File: src/rtl/dmem_responder_pkg.sv
// dmem_responder_pkg
// Shared definitions for the data-memory responder: MEM-stage request codes,
// bus widths, zero constants, wait-counter width and FSM state encoding.
package dmem_responder_pkg;

    // Bus widths
    localparam int DATA_W = 32;
    localparam int ADDR_W = 32;

    // Wait counter width; it must hold WAIT_CYCLES-1 for WAIT_CYCLES up to 15
    localparam int CNT_W = 4;

    // Request codes on mem_memrw; 2'b11 is not a request and behaves as idle
    localparam logic [1:0] MEMRW_IDLE  = 2'b00;
    localparam logic [1:0] MEMRW_READ  = 2'b01;
    localparam logic [1:0] MEMRW_WRITE = 2'b10;

    // Zero constants
    localparam logic [DATA_W-1:0] ZERO_DATA = '0;
    localparam logic [CNT_W-1:0]  ZERO_CNT  = '0;

    // FSM state encoding
    typedef enum logic [1:0] {
        ST_IDLE   = 2'd0,
        ST_SETUP  = 2'd1,
        ST_ACCESS = 2'd2,
        ST_DONE   = 2'd3
    } dmem_state_t;

    // True for a real read or write request
    function automatic logic is_request(input logic [1:0] memrw);
        return (memrw == MEMRW_READ) || (memrw == MEMRW_WRITE);
    endfunction

endpackage

File: src/rtl/dmem_wait_cnt.sv
// dmem_wait_cnt
// Access-phase wait counter: parallel load, decrement (saturating at zero)
// and a combinational zero flag used by the responder FSM to leave ACCESS.
module dmem_wait_cnt
    import dmem_responder_pkg::*;
(
    input  logic             clk,
    input  logic             rst,
    input  logic             load,
    input  logic [CNT_W-1:0] load_val,
    input  logic             dec,
    output logic             zero
);

    logic [CNT_W-1:0] cnt_reg;

    // Load has priority; decrement stops at zero so the flag stays stable
    always_ff @(posedge clk or negedge rst) begin
        if (!rst) begin
            cnt_reg <= ZERO_CNT;
        end else if (load) begin
            cnt_reg <= load_val;
        end else if (dec && (cnt_reg != ZERO_CNT)) begin
            cnt_reg <= cnt_reg - 1'b1;
        end
    end

    assign zero = (cnt_reg == ZERO_CNT);

endmodule

File: src/rtl/dmem_responder.sv
// dmem_responder
// MEM-stage data-memory responder for an asynchronous SRAM. A read or write
// seen in IDLE is captured and run through SETUP -> ACCESS (WAIT_CYCLES) ->
// DONE while the pipeline is held by mem_stall. All SRAM strobes are
// registered and computed from the state being entered.
// Optional build macro: DMEM_ALIGN_CHK_EN -- rejects requests whose byte
// address is not word aligned with a one-cycle mem_err pulse.
module dmem_responder
    import dmem_responder_pkg::*;
#(
    parameter int WAIT_CYCLES = 2,
    parameter int SRAM_AW     = 20
) (
    input  logic               clk,
    input  logic               rst,
    input  logic [1:0]         mem_memrw,
    input  logic [ADDR_W-1:0]  mem_memaddr,
    input  logic [DATA_W-1:0]  mem_memdata,
    output logic [DATA_W-1:0]  mem_rdata,
    output logic               mem_stall,
    output logic               mem_err,
    output logic [SRAM_AW-1:0] sram_addr,
    output logic [DATA_W-1:0]  sram_dq_o,
    output logic               sram_dq_oe,
    input  logic [DATA_W-1:0]  sram_dq_i,
    output logic               sram_ce_n,
    output logic               sram_oe_n,
    output logic               sram_we_n
);

    dmem_state_t state_reg;
    logic        write_reg;
    logic        request;
    logic        misaligned;
    logic        accept;
    logic        cnt_zero;
    logic        unused_addr_bits;

    assign request = is_request(mem_memrw);

`ifdef DMEM_ALIGN_CHK_EN
    assign misaligned = |mem_memaddr[1:0];
`else
    assign misaligned = 1'b0;
`endif

    // Byte-lane and upper address bits never reach the word-addressed SRAM
    assign unused_addr_bits = ^{mem_memaddr[ADDR_W-1:SRAM_AW+2], mem_memaddr[1:0]};

    assign accept = (state_reg == ST_IDLE) && request && !misaligned;

    // Stall must rise in the request cycle itself, so it is decoded from state
    assign mem_stall = accept || (state_reg == ST_SETUP) || (state_reg == ST_ACCESS);

    dmem_wait_cnt u_wait_cnt (
        .clk      (clk),
        .rst      (rst),
        .load     (state_reg == ST_SETUP),
        .load_val (CNT_W'(WAIT_CYCLES - 1)),
        .dec      (state_reg == ST_ACCESS),
        .zero     (cnt_zero)
    );

    // FSM with request capture, read-data register and registered SRAM strobes
    always_ff @(posedge clk or negedge rst) begin
        if (!rst) begin
            state_reg  <= ST_IDLE;
            write_reg  <= 1'b0;
            mem_rdata  <= ZERO_DATA;
            sram_addr  <= '0;
            sram_dq_o  <= ZERO_DATA;
            sram_dq_oe <= 1'b0;
            sram_ce_n  <= 1'b1;
            sram_oe_n  <= 1'b1;
            sram_we_n  <= 1'b1;
        end else begin
            case (state_reg)
                ST_IDLE: begin
                    if (accept) begin
                        state_reg <= ST_SETUP;
                        write_reg <= (mem_memrw == MEMRW_WRITE);
                        sram_addr <= mem_memaddr[SRAM_AW+1:2];
                        sram_dq_o <= mem_memdata;
                        sram_ce_n <= 1'b0;
                        // Writes drive the bus from SETUP; reads enable the SRAM output
                        if (mem_memrw == MEMRW_WRITE) begin
                            sram_dq_oe <= 1'b1;
                        end else begin
                            sram_oe_n <= 1'b0;
                        end
                    end
                end
                ST_SETUP: begin
                    state_reg <= ST_ACCESS;
                    // WE pulse starts one cycle after address/data are stable
                    if (write_reg) begin
                        sram_we_n <= 1'b0;
                    end
                end
                ST_ACCESS: begin
                    if (cnt_zero) begin
                        state_reg <= ST_DONE;
                        if (write_reg) begin
                            // Release WE but keep CE and data for one hold cycle
                            sram_we_n <= 1'b1;
                        end else begin
                            sram_ce_n <= 1'b1;
                            sram_oe_n <= 1'b1;
                            mem_rdata <= sram_dq_i;
                        end
                    end
                end
                ST_DONE: begin
                    state_reg  <= ST_IDLE;
                    sram_ce_n  <= 1'b1;
                    sram_oe_n  <= 1'b1;
                    sram_we_n  <= 1'b1;
                    sram_dq_oe <= 1'b0;
                end
                default: begin
                    state_reg <= ST_IDLE;
                end
            endcase
        end
    end

`ifdef DMEM_ALIGN_CHK_EN
    // One-cycle error pulse for a misaligned request seen in IDLE
    always_ff @(posedge clk or negedge rst) begin
        if (!rst) begin
            mem_err <= 1'b0;
        end else begin
            mem_err <= (state_reg == ST_IDLE) && request && misaligned;
        end
    end
`else
    assign mem_err = 1'b0;
`endif

endmodule

File: config.mk
export PLATFORM = sky130hd
export DESIGN_NAME = dmem_responder
export DESIGN_NICKNAME = d
export VERILOG_FILES = /design/src/rtl/dmem_responder_pkg.sv /design/src/rtl/dmem_wait_cnt.sv /design/src/rtl/dmem_responder.sv
export SDC_FILE = /design/constraint.sdc
export NUM_CORES = 1
export LEC_CHECK = 0
export BUFFER_PORTS_ARGS = -buffer_cell sky130_fd_sc_hd__buf_2
export CAP_MARGIN = 0
export CELL_PAD_IN_SITES_DETAIL_PLACEMENT = 1
export CELL_PAD_IN_SITES_GLOBAL_PLACEMENT = 1
export CORE_UTILIZATION = 35
export CTS_BUF_LIST = sky130_fd_sc_hd__clkbuf_4
export DETAILED_ROUTE_END_ITERATION = 12
export PLACE_DENSITY = 0.78
export SLEW_MARGIN = 30
export SYNTH_ARGS = -nofsm -noshare
export SYNTH_HDL_FRONTEND = slang
export SYNTH_SLANG_ARGS = --single-unit
File: constraint.sdc
create_clock -name clk -period 2.8 [get_ports clk]
set_input_delay 0.56 -clock clk [delete_from_list [all_inputs] [get_ports clk]]
set_output_delay 0.56 -clock clk [all_outputs]
set_load 0.05 [all_outputs]
**Yosys cells after proc, flatten, opt, wreduce, memory -nomap -nowiden**

Index checks and enable logic that the tools add are counted.

- $add $sub $neg: 1
- Equal/unequal tests: 12
- Mux-type cells: 19
- Bitwise logic cells: 1
- Reduce and logical (&&, ||, !) cells: 19

Operators by type and width:

| operator | count |
|---|---|
| 2-bit inequality test, second input constant | 6 |
| 1-bit 2-to-1 mux | 10 |
| 1-bit case mux with 3 select lines | 3 |
| 4-bit 2-to-1 mux | 2 |
| 2-bit case mux with 4 select lines | 1 |
| 4-bit AND reduction | 2 |
| 2-bit equality test, second input constant | 3 |
| 3-bit AND reduction | 2 |
| 3-bit nonzero test | 2 |
| 5-bit AND reduction | 1 |
| 2-bit by 1-bit equality test with 1-bit output, second input constant | 2 |
| 4-bit zero test | 1 |
| 2-bit 2-to-1 mux | 2 |
| 2-bit AND reduction | 2 |
| 2-bit nonzero test | 2 |
| 4-bit nonzero test | 1 |
| 4-bit by 1-bit subtractor with 4-bit output, second input constant | 1 |
| 1-bit logical OR | 3 |
| 1-bit logical AND | 2 |
| 2-bit zero test | 1 |
| 2-bit by 1-bit inequality test with 1-bit output, second input constant | 1 |
| 1-bit case mux with 2 select lines | 1 |
| 1-bit NOT | 1 |

- Flip-flop bits (word level): 95
- Bits of input ports: 100

**Logic depth before layout (Yosys ltp)**

Gate-level depths: netlist of run 1.

- Depth in word-level cells: 5
- Gate-level depth with buffers: 7
- Mapped depth without buffers: 5

**Cells and area by module**

From an unflattened synthesis of run 1, not the netlist that was laid out.

- Cells, all modules: 254
- Area, all modules: 4105.2 µm²

Modules (own cells, without submodules):

| module | instances | cells an instance | area an instance (µm²) | seq. area each (µm²) |
|---|---|---|---|---|
| dmem_responder | 1 | 227 | 3834.9 | 2280.9 |
| dmem_wait_cnt | 1 | 27 | 270.3 | 100.1 |

**Worst setup path before layout of run 1**

OpenSTA, ideal clock, no wires.

- Path kind: input-to-output
- From: input mem_memrw[0]
- To: output mem_stall
- Arrival time: 1.919 ns
- Data required time: 2.240 ns
- Setup slack: 0.321 ns
- Stages on the path: 6
- Cells stage by stage: inv_1 ha_1 nor2b_1 clkbuf_1 buf_2 or3_1

- Cells in the longest elaborated chain, start to end: 5
- Elaborated cells between the ends (all ways): 6

Ends and longest elaborated chain:

| element | RTL line | RTL |
|---|---|---|
| start: declaration | dmem_responder.sv:16 | `input logic [1:0] mem_memrw,` |
| 2-bit by 1-bit equality test with 1-bit output or 2-bit equality test (tied branches) | dmem_responder_pkg.sv:32 | `return (memrw == MEMRW_READ) \|\| (memrw == MEMRW_WRITE);` |
| 1-bit logical OR * | dmem_responder_pkg.sv:32 |  |
| 1-bit logical AND * | dmem_responder.sv:50 | `assign accept = (state_reg == ST_IDLE) && request && !misaligned;` |
| 1-bit logical OR * (2 in a row) | dmem_responder.sv:53 | `assign mem_stall = accept \|\| (state_reg == ST_SETUP) \|\| (state_reg == ST_ACCESS);` |
| end: declaration | dmem_responder.sv:20 | `output logic mem_stall,` |

Every way passes the cells marked *; elsewhere a longest branch is shown, timed or not.

**Worst setup path in the final report of run 1**

- From: register state_reg[0]
- To: output mem_stall

- Cells in the longest elaborated chain, start to end: 4
- Elaborated cells between the ends (all ways): 6

Ends and longest elaborated chain:

| element | RTL line | RTL |
|---|---|---|
| start: declaration | dmem_responder.sv:31 | `dmem_state_t state_reg;` |
| start signal: assignment | dmem_responder.sv:67 | `state_reg <= ST_IDLE;` |
| start signal: assignment | dmem_responder.sv:80 | `state_reg <= ST_SETUP;` |
| start signal: assignment | dmem_responder.sv:94 | `state_reg <= ST_ACCESS;` |
| 2-bit zero test | dmem_responder.sv:50 |  |
| 1-bit logical AND | dmem_responder.sv:50 |  |
| 1-bit logical OR | dmem_responder.sv:53 |  |
| 1-bit logical OR * | dmem_responder.sv:53 |  |

Marks and branches as above.

==> metrics, run 1 <==
status complete, no violations; number of synthesized flops with an enable pin 0; vias in the first global route ~2,900; flop2flop setup slack around 340 ps; CTS H-tree lvls 3; Area Growth Syn to Fin 28.5%; Worst Hold Class in -> async; Die Ht approximately 110 µm; Tot GR Track Use 0.163; first-pass GRT wire length ~14,000 µm; Resized cells post-CTS 0; DRC 0; slowest stage delay, CP roughly 420 ps; I/O pins 190; Syn Nets approximately 360; crit path cell chain inv_1 -> ha_1 -> or3_1 -> buf_2; worst-margin pin slew around 630 ps; hpwl dp around 7000 µm; setup bufs post-CTS 0; CTS clk-pin slew, worst paths 130 ps; relative slew slack 0.579; clk_skew around 22 ps; CTS tree yes; WP data arrival 1940 ps; Die X about 110 µm; critical path capture point type primary output; clk_lat worst skew ~470 ps; RSZ-0062 raised after global routing no; Final period util 0.892; RePlAce Congestion 0.711; Root Buffer clkbuf_4; Async S/R FF share, synth 1.00; area occupied by multi-input gates between 1000 and 1500 µm²; Maximum Capacitance Violations 0; crit path max fanout 11; Seq cells post-synth 95; DRT iter0 DRCs 84; fin. max-slew vios 0; Seq/Total Area, Yosys 0.601; hold_ws roughly 70 ps; Setup Total Neg Slack 0 ps; crit start category flip-flop; final wirelength between 9000 and 10,000 µm; R2R depth 6; syn_area_per_cell about 16 µm²; Vias 2,695; Synth warnings 0; Starting Density 0.362; register area 2380 µm²; I/O Buffers around 180; antenna-violating nets left 0; Std-Cell Rows 38; Synth Instances 250; clock sinks 95; CTS Buf Count 9; layout cells sized above 1 0.674; Top FF cell, synth dfrtp_1; Fillers 1,201; hold bufs inserted after CTS 0; diode count 0; core area between 10,000 and 15,000 µm²; largest net degree at the start of global routing between 50 and 60; Mapped Area 3960 µm²; routed wire length per instance 16.2 µm; Die Area approximately 12,000 µm²; Max clock buf depth 2; routed vias/inst approximately 4.7; worst path required time around 2200 ps; Final Hold Fails 0; Period minus WS final about 2500 ps; initial antenna violation count 0; Unique masters post-synth 34; biggest regs mem_rdata x32, sram_dq_o x32, sram_addr x20; total gr overflow 0; Max Fclk 400 MHz; Pre-antenna DRT Iters 4; Worst path slowest cell dfrtp_1; final setup fails 0; Crit Reg-Reg Endpoint mem_rdata[3]; crit path kind reg -> out; Final Net Count about 540; r2r startpoint state_reg[0]
==> layer usage <==
metal	vias up	global-route usage	part of all wire
li1	1228	-	-
met1	1336	0.193	0.41
met2	114	0.263	0.48
met3	17	0.0512	0.084
met4	0	0.0849	0.024
met5	-	0	0
==> how the worst max path moves through the flow <==
stage	from	to	slack, ps	cells after the start
2_1_floorplan	mem_memrw[0]	mem_stall	320	6
3_3_place_gp	state_reg[0]	mem_rdata[4]	470	6
3_5_place_dp	state_reg[0]	mem_rdata[3]	360	6
4_1_cts	state_reg[0]	mem_stall	230	4
5_1_grt	state_reg[0]	mem_stall	170	4
6_report	state_reg[0]	mem_stall	300	4
==> cell usage after synthesis (3+ instances only) <==
| cell | instances | area [µm²] |
|---|---|---|
| o21ai_0 | 4 | 20.0 |
| nor2_1 | 4 | 15.0 |
| buf_12 | 3 | 60.1 |
| or3_1 | 4 | 25.0 |
| dfrtp_1 | 92 | 2300 |
| buf_1 | 4 | 15.0 |
| mux2_2 | 58 | 653 |
| dfstp_2 | 3 | 78.8 |
| mux2_4 | 30 | 450 |
| clkbuf_1 | 3 | 11.3 |
| ha_1 | 8 | 100 |
| inv_1 | 10 | 37.5 |
| a21oi_1 | 3 | 15.0 |
==> worst max-delay path, delay by kind of cell (launching register included) <==
| kind | cells | cell delay [ps] |
|---|---|---|
| adders and majority gates | 1 | 340 |
| buffers and inverters | 2 | 320 |
| DFF | 1 | 420 |
| and+or+nand+nor | 1 | 410 |
==> logic make-up (layout without fill, tap and decap cells) <==
kind of cell,count (synthesis),in the layout,share of synthesized area
flip-flops,95,95,0.601
multiplexers,89,89,0.281
buffers and inverters,23,205,0.0373
AO/OA/AOI/OAI,19,19,0.0332
AND/OR/NAND/NOR,15,15,0.0215
adder cells (fa/ha/maj),8,8,0.0253
other,1,1,0.000946
==> metrics by stage <==
step	cells	instance area, µm²	worst slack (ps)	util
detailed placement	557	4960	357	0.454
global placement	557	4960	471	0.454
global route	572	5090	165	0.466
CTS	572	5090	235	0.466
floorplan	250	3960	321	-
finish	572	5090	302	0.466
==> area by class of cell <==
cell class / instances / share of cell area
Clock buffer: 11 / 0.0162
Clock inverter: 4 / 0.00934
Inverter: 10 / 0.00737
Multi-Input combinational cell: 132 / 0.283
Sequential cell: 95 / 0.468
Tap cell: 140 / 0.0344
Timing Repair Buffer: 180 / 0.182
==> layout by cell type, fill, tap and decap left out, types with 3 or more instances in the layout <==
| master | count |
|---|---|
| clkbuf_4 | 11 |
| dfstp_2 | 3 |
| nor2_1 | 4 |
| buf_2 | 175 |
| or3_1 | 3 |
| inv_1 | 10 |
| dfrtp_1 | 92 |
| mux2_4 | 30 |
| a21oi_1 | 3 |
| ha_1 | 8 |
| mux2_2 | 58 |
| buf_4 | 4 |
| o21ai_0 | 4 |
Power of run 1 is not shown: default switching activity piles up to over one toggle a cycle in this logic, so the estimate is an artifact.
==> inputs of run 2 (changes only) <==
--- a/config.mk
+++ b/config.mk
@@ -9,8 +9,9 @@
 export CAP_MARGIN = 0
 export CELL_PAD_IN_SITES_DETAIL_PLACEMENT = 1
 export CELL_PAD_IN_SITES_GLOBAL_PLACEMENT = 1
+export CORE_MARGIN = 5
 export CORE_UTILIZATION = 35
-export CTS_BUF_LIST = sky130_fd_sc_hd__clkbuf_4
+export CTS_BUF_LIST = sky130_fd_sc_hd__clkbuf_8 sky130_fd_sc_hd__clkbuf_16
 export DETAILED_ROUTE_END_ITERATION = 12
 export PLACE_DENSITY = 0.78
 export SLEW_MARGIN = 30
==> run 2 against run 1 <==
Effect of this change: critical path depth up 1; final cell count rose by 0.17%; via count rose by 1.1%; sequential share of layout area shrank 1.5 points; register-to-register slack improved by 130 ps; clock skew fell by 16 ps; worst hold slack worse by 5.0 ps; first-iteration DRC count rose by 2.4%; global-route usage shrank 1.1 points; non-clock buffer count up 2; final area increased by 3.4%; sequential cell count unchanged.
==> metrics, run 2 (synthesis results as in run 1) <==
status complete, no violations; commonest non-fill, non-tap cell in the layout buf_2; Max Fclk 424 MHz (+6.0%); Final Net Count 538 (+0.37%); clk_skew 6.52 ps (-15.6 ps); DRC 0 (unchanged); worst-margin pin slew 579 ps (-51.3 ps); final worst slack 443 ps (+141 ps); final wirelength 10,100 µm (+8.7%); Die X 116 µm (+7.4%); crit path kind reg -> out; setup bufs post-CTS 0 (unchanged); clock sinks 95 (unchanged); antenna-violating nets left 0 (unchanged); Die Ht 116 µm (+7.4%); Area Growth Syn to Fin 32.8%; fin. max-slew vios 0 (unchanged); Max clock buf depth 2 (unchanged); placed insts 559 (+0.36%); Root Buffer clkbuf_16; CTS Buf Count 9 (unchanged); Resized cells post-CTS 0 (unchanged); final setup fails 0 (unchanged); routed wire length per instance 17.6 µm (+8.5%); vias in the first global route 3,140 (+10%); diode count 0 (unchanged); biggest regs mem_rdata x32, sram_dq_o x32, sram_addr x20; I/O Buffers 176 (unchanged); routed vias/inst 4.75 (+0.90%); CTS H-tree lvls 3 (unchanged); CTS clk-pin slew, worst paths 60 ps (-70 ps); Worst Hold Class in -> async; Die Area 13,500 µm² (+15%); R2R depth 6 (unchanged); hold bufs inserted after CTS 0 (unchanged); Final Hold Fails 0 (unchanged); RePlAce Congestion 0.716 (+0.80%); Vias 2,724 (+1.1%); relative slew slack 0.613 (+0.0343); largest net degree at the start of global routing 51 (-5.6%); Period minus WS final 2360 ps (-141 ps); Fillers 1,202 (+0.083%); core area 11,000 µm² (+0.43%); register area 2380 µm² (unchanged); RSZ-0062 raised after global routing no; Final period util 0.842 (-0.0503); flop2flop setup slack 470 ps (+130 ps); crit start category flip-flop; Tot GR Track Use 0.151 (-0.0112); WP data arrival 1800 ps (-140 ps); first-pass GRT wire length 15,900 µm (+11%); DRT iter0 DRCs 86 (+2.4%); layout cells sized above 1 0.677 (+0.00306); Crit Reg-Reg Endpoint mem_rdata[26]; initial antenna violation count 0 (unchanged); crit path max fanout 10 (-1); area occupied by multi-input gates 1440 µm² (unchanged); Setup Total Neg Slack 0 ps (unchanged); Maximum Capacitance Violations 0 (unchanged); total gr overflow 0 (unchanged); most frequent cells in the layout 175 x buf_2, 92 x dfrtp_1, 58 x mux2_2, 30 x mux2_4, 10 x inv_1; worst slack, placed 484 ps (+127 ps); hpwl dp 7900 µm (+13%); Std-Cell Rows 38 (unchanged); critical path capture point type primary output; Starting Density 0.361 (-0.00157); post-route insts no fill 573 (+0.17%); I/O pins 190 (unchanged); Pre-antenna DRT Iters 4 (unchanged); r2r startpoint u_wait_cnt.cnt_reg[0]; clk_lat worst skew 330 ps (-140 ps); worst path required time 2240 ps (about the same); CTS tree yes
## run 2: through the flow
step / util / cell area (µm²) / hold slack (ps)
2_1_floorplan: - / 3960 / 264
3_3_place_gp: 0.453 / 4980 / 412
3_5_place_dp: 0.453 / 4980 / 421
4_1_cts: 0.479 / 5260 / 54.7
5_1_grt: 0.479 / 5260 / 57.3
6_report: 0.479 / 5260 / 64.6
## run 2: how the worst max path moves through the flow
stage,slack (ps),from,endpoint,depth (start not counted)
final,440,state_reg[0],mem_stall,5
after global routing,330,state_reg[0],mem_stall,5
after CTS,410,state_reg[0],mem_stall,5
after detailed placement,480,u_wait_cnt.cnt_reg[0],mem_rdata[16],6
after global placement,550,u_wait_cnt.cnt_reg[0],mem_rdata[24],6
after floorplan,320,mem_memrw[0],mem_stall,6
## run 2: cell type report
class | count | area share
Clock buffer | 10 | 0.0454
Sequential cell | 95 | 0.452
Tap cell | 140 | 0.0333
Clock inverter | 4 | 0.00903
Multi-Input combinational cell | 132 | 0.274
Inverter | 10 | 0.00713
Timing Repair Buffer | 182 | 0.179
## run 2: layer usage
layer | part of all wire | GRT usage | vias up
met2 | 0.51 | 0.261 | 112
met3 | 0.087 | 0.0466 | 14
li1 | - | - | 1231
met5 | 0 | 0 | -
met1 | 0.38 | 0.174 | 1367
met4 | 0.015 | 0.0634 | 0
## run 2: critical path, cell delays in order (launching register included)
cell	delay (ps)
dfrtp_1	400
inv_1	100
ha_1	220
buf_4	170
or3_1	360
buf_2	220
Power of run 2 is left out for the same reason.
==> inputs of run 3 (changes only) <==
--- a/config.mk
+++ b/config.mk
@@ -5,15 +5,16 @@
 export SDC_FILE = /design/constraint.sdc
 export NUM_CORES = 1
 export LEC_CHECK = 0
+export ABC_AREA = 1
 export BUFFER_PORTS_ARGS = -buffer_cell sky130_fd_sc_hd__buf_2
 export CAP_MARGIN = 0
 export CELL_PAD_IN_SITES_DETAIL_PLACEMENT = 1
 export CELL_PAD_IN_SITES_GLOBAL_PLACEMENT = 1
 export CORE_MARGIN = 5
-export CORE_UTILIZATION = 35
+export CORE_UTILIZATION = 30
 export CTS_BUF_LIST = sky130_fd_sc_hd__clkbuf_8 sky130_fd_sc_hd__clkbuf_16
 export DETAILED_ROUTE_END_ITERATION = 12
-export PLACE_DENSITY = 0.78
+export PLACE_DENSITY = 0.76
 export SLEW_MARGIN = 30
 export SYNTH_ARGS = -nofsm -noshare
 export SYNTH_HDL_FRONTEND = slang
==> constraint.sdc (replaced) <==
create_clock -name clk -period 2.15 [get_ports clk]
set_input_delay 0.43 -clock clk [delete_from_list [all_inputs] [get_ports clk]]
set_output_delay 0.43 -clock clk [all_outputs]
set_load 0.05 [all_outputs]
==> run 3 against run 2 <==
Effect of this change: final area is 1.9% higher; worst hold slack better by 260 ps; critical path type unchanged; sequential share of layout area is 0.85 points lower.
==> metrics, run 3 <==
R2R depth 6 (unchanged); Seq cells post-synth 95 (unchanged); Seq/Total Area, Yosys 0.597 (-0.00433); syn_area_per_cell 8.91 µm² (-44%); RSZ-0062 raised after global routing no; Mapped Area 3990 µm² (+0.73%); I/O Buffers 176 (unchanged); final setup fails 0 (unchanged); RePlAce Congestion 0.745 (+4.0%); Root Buffer clkbuf_16; main area contributors after synthesis dfrtp_1 58%, nand2_1 10%, inv_1 9.2%; Pre-antenna DRT Iters 4 (unchanged); crit path kind reg -> out; Final period util 0.946; Async S/R FF share, synth 1.00 (unchanged); Top FF cell, synth dfrtp_1; most frequent cells in the layout 174 x buf_2, 111 x nand2_1, 98 x inv_1, 92 x dfrtp_1, 53 x o21ai_0; Unique masters post-synth 23 (-32%); largest net degree at the start of global routing 107 (+110%); biggest regs mem_rdata x32, sram_dq_o x32, sram_addr x20; CTS Buf Count 9 (unchanged); Tot GR Track Use 0.136 (-0.0149); Maximum Capacitance Violations 0 (unchanged); routed vias/inst 4.27 (-10%); clock sinks 95 (unchanged); Final Hold Fails 0 (unchanged); CTS H-tree lvls 3 (unchanged); depth of the worst hold-timing path 3; vias in the first global route 3,682 (+17%); Die Area 15,700 µm² (+16%); worst path required time 1720 ps (-520 ps); status complete, no violations; crit path max fanout 5 (-5); I/O pins 190 (unchanged); Synth Instances 448 (+79%); Starting Density 0.304 (-0.0570); number of synthesized flops with an enable pin 0 (unchanged); Syn Nets 556 (+55%); placed insts 785 (+40%); CTS tree yes; Max clock buf depth 2 (unchanged); core area 13,100 µm² (+20%); WP data arrival 1600 ps (-200 ps); crit start category flip-flop; Die X 125 µm (+7.7%); worst-margin pin slew 712 ps (+133 ps); first-pass GRT wire length 17,700 µm (+12%); total gr overflow 0 (unchanged); Synth warnings 0 (unchanged); relative slew slack 0.525 (-0.0880); clk_skew 7.12 ps (+0.600 ps); diode count 0 (unchanged); Area Growth Syn to Fin 34.4%; Final Net Count 729 (+36%); Std-Cell Rows 42 (+11%); fin. max-slew vios 0 (unchanged); Setup Total Neg Slack 0 ps (unchanged); Die Ht 125 µm (+7.7%); clk_lat worst skew 340 ps (about the same); DRT iter0 DRCs 213 (+150%); antenna-violating nets left 0 (unchanged); most frequent cell after synthesis nand2_1; final wirelength 10,400 µm (+3.1%); top cell type by total area after synthesis dfrtp_1; routed wire length per instance 13.0 µm (-26%); initial antenna violation count 0 (unchanged); Vias 3,423 (+26%); CTS clk-pin slew, worst paths 60 ps (about the same); layout cells sized above 1 0.337 (-0.340); critical path capture point type primary output; post-route insts no fill 802 (+40%); hpwl dp 7980 µm (+1.1%); commonest non-fill, non-tap cell in the layout buf_2; Max Fclk 492 MHz; Synth top area share 0.577 (-0.00419); Period minus WS final a little over 2000 ps; Worst Hold Class in -> reg; Post-synth top cells 111 x nand2_1, 98 x inv_1, 92 x dfrtp_1, 53 x o21ai_0, 34 x o21ai_1; DRC 0 (unchanged)
==> run 3: final cells by class <==
class / instances / area [µm²]
Clock buffer: 10 / 239
Sequential cell: 95 / 2380
Inverter: 100 / 375
Timing Repair Buffer: 182 / 966
Fill cell: 1620 / 7770
Tap cell: 176 / 220
Multi-Input combinational cell: 233 / 1140
Clock inverter: 6 / 45.0
==> run 3: path summary, 6_finish.rpt <==
kind / slack [ps] / start / endpoint
max in group asynchronous: 1000 / rst / mem_rdata[1]
worst max register to register: 320 / state_reg[1] / sram_dq_o[31]
min in group asynchronous: 550 / rst / sram_dq_o[10]
worst max-delay path: 120 / state_reg[1] / mem_stall
worst min-delay path: 320 / sram_dq_i[1] / mem_rdata[1]
worst min register to register: 460 / sram_oe_n / sram_oe_n
==> run 3: logic make-up after synthesis <==
group / count (synthesis) / synth area share
fa+ha+maj: 8 / 0.0251
flops: 95 / 0.597
buf+inv: 120 / 0.125
simple gates: 131 / 0.132
compound gates: 93 / 0.120
other cells: 1 / 0.000940
==> run 3: repair_timing <==
action | in CTS | in global routing
setup buffers | 0 | 0
setup endpoints to repair | 1 | 1
resized for setup | 1 | 7
hold buffers | 1 | 0
endpoints found under the hold margin | 18 | 0
==> run 3: per-layer routing <==
metal / GRT usage / up-vias / share of wire / wire (µm)
li1: - / 1699 / - / -
met2: 0.219 / 126 / 0.47 / 4850
met5: 0 / - / 0 / 0
met1: 0.170 / 1585 / 0.43 / 4430
met4: 0.0497 / 0 / 0.018 / 182
met3: 0.0495 / 13 / 0.090 / 937
==> run 3: stage by stage <==
stage / utilization / cell area (µm²) / hold WS (ps) / setup WS (ps)
final: 0.408 / 5370 / 320 / 116
after global routing: 0.408 / 5370 / 308 / 29.9
after CTS: 0.406 / 5330 / 304 / 16.7
after detailed placement: 0.383 / 5030 / 355 / 66.7
after global placement: 0.383 / 5030 / 345 / 153
after floorplan: - / 3990 / 134 / 79.3
==> run 3: critical path, cell delays in order, from the launching register on <==
cell and delay, ps:
dfrtp_1 430, inv_1 150, ha_4 170, inv_2 40
or2_4 230, nand3_1 80, buf_6 160
Power of run 3 is left out for the same reason.
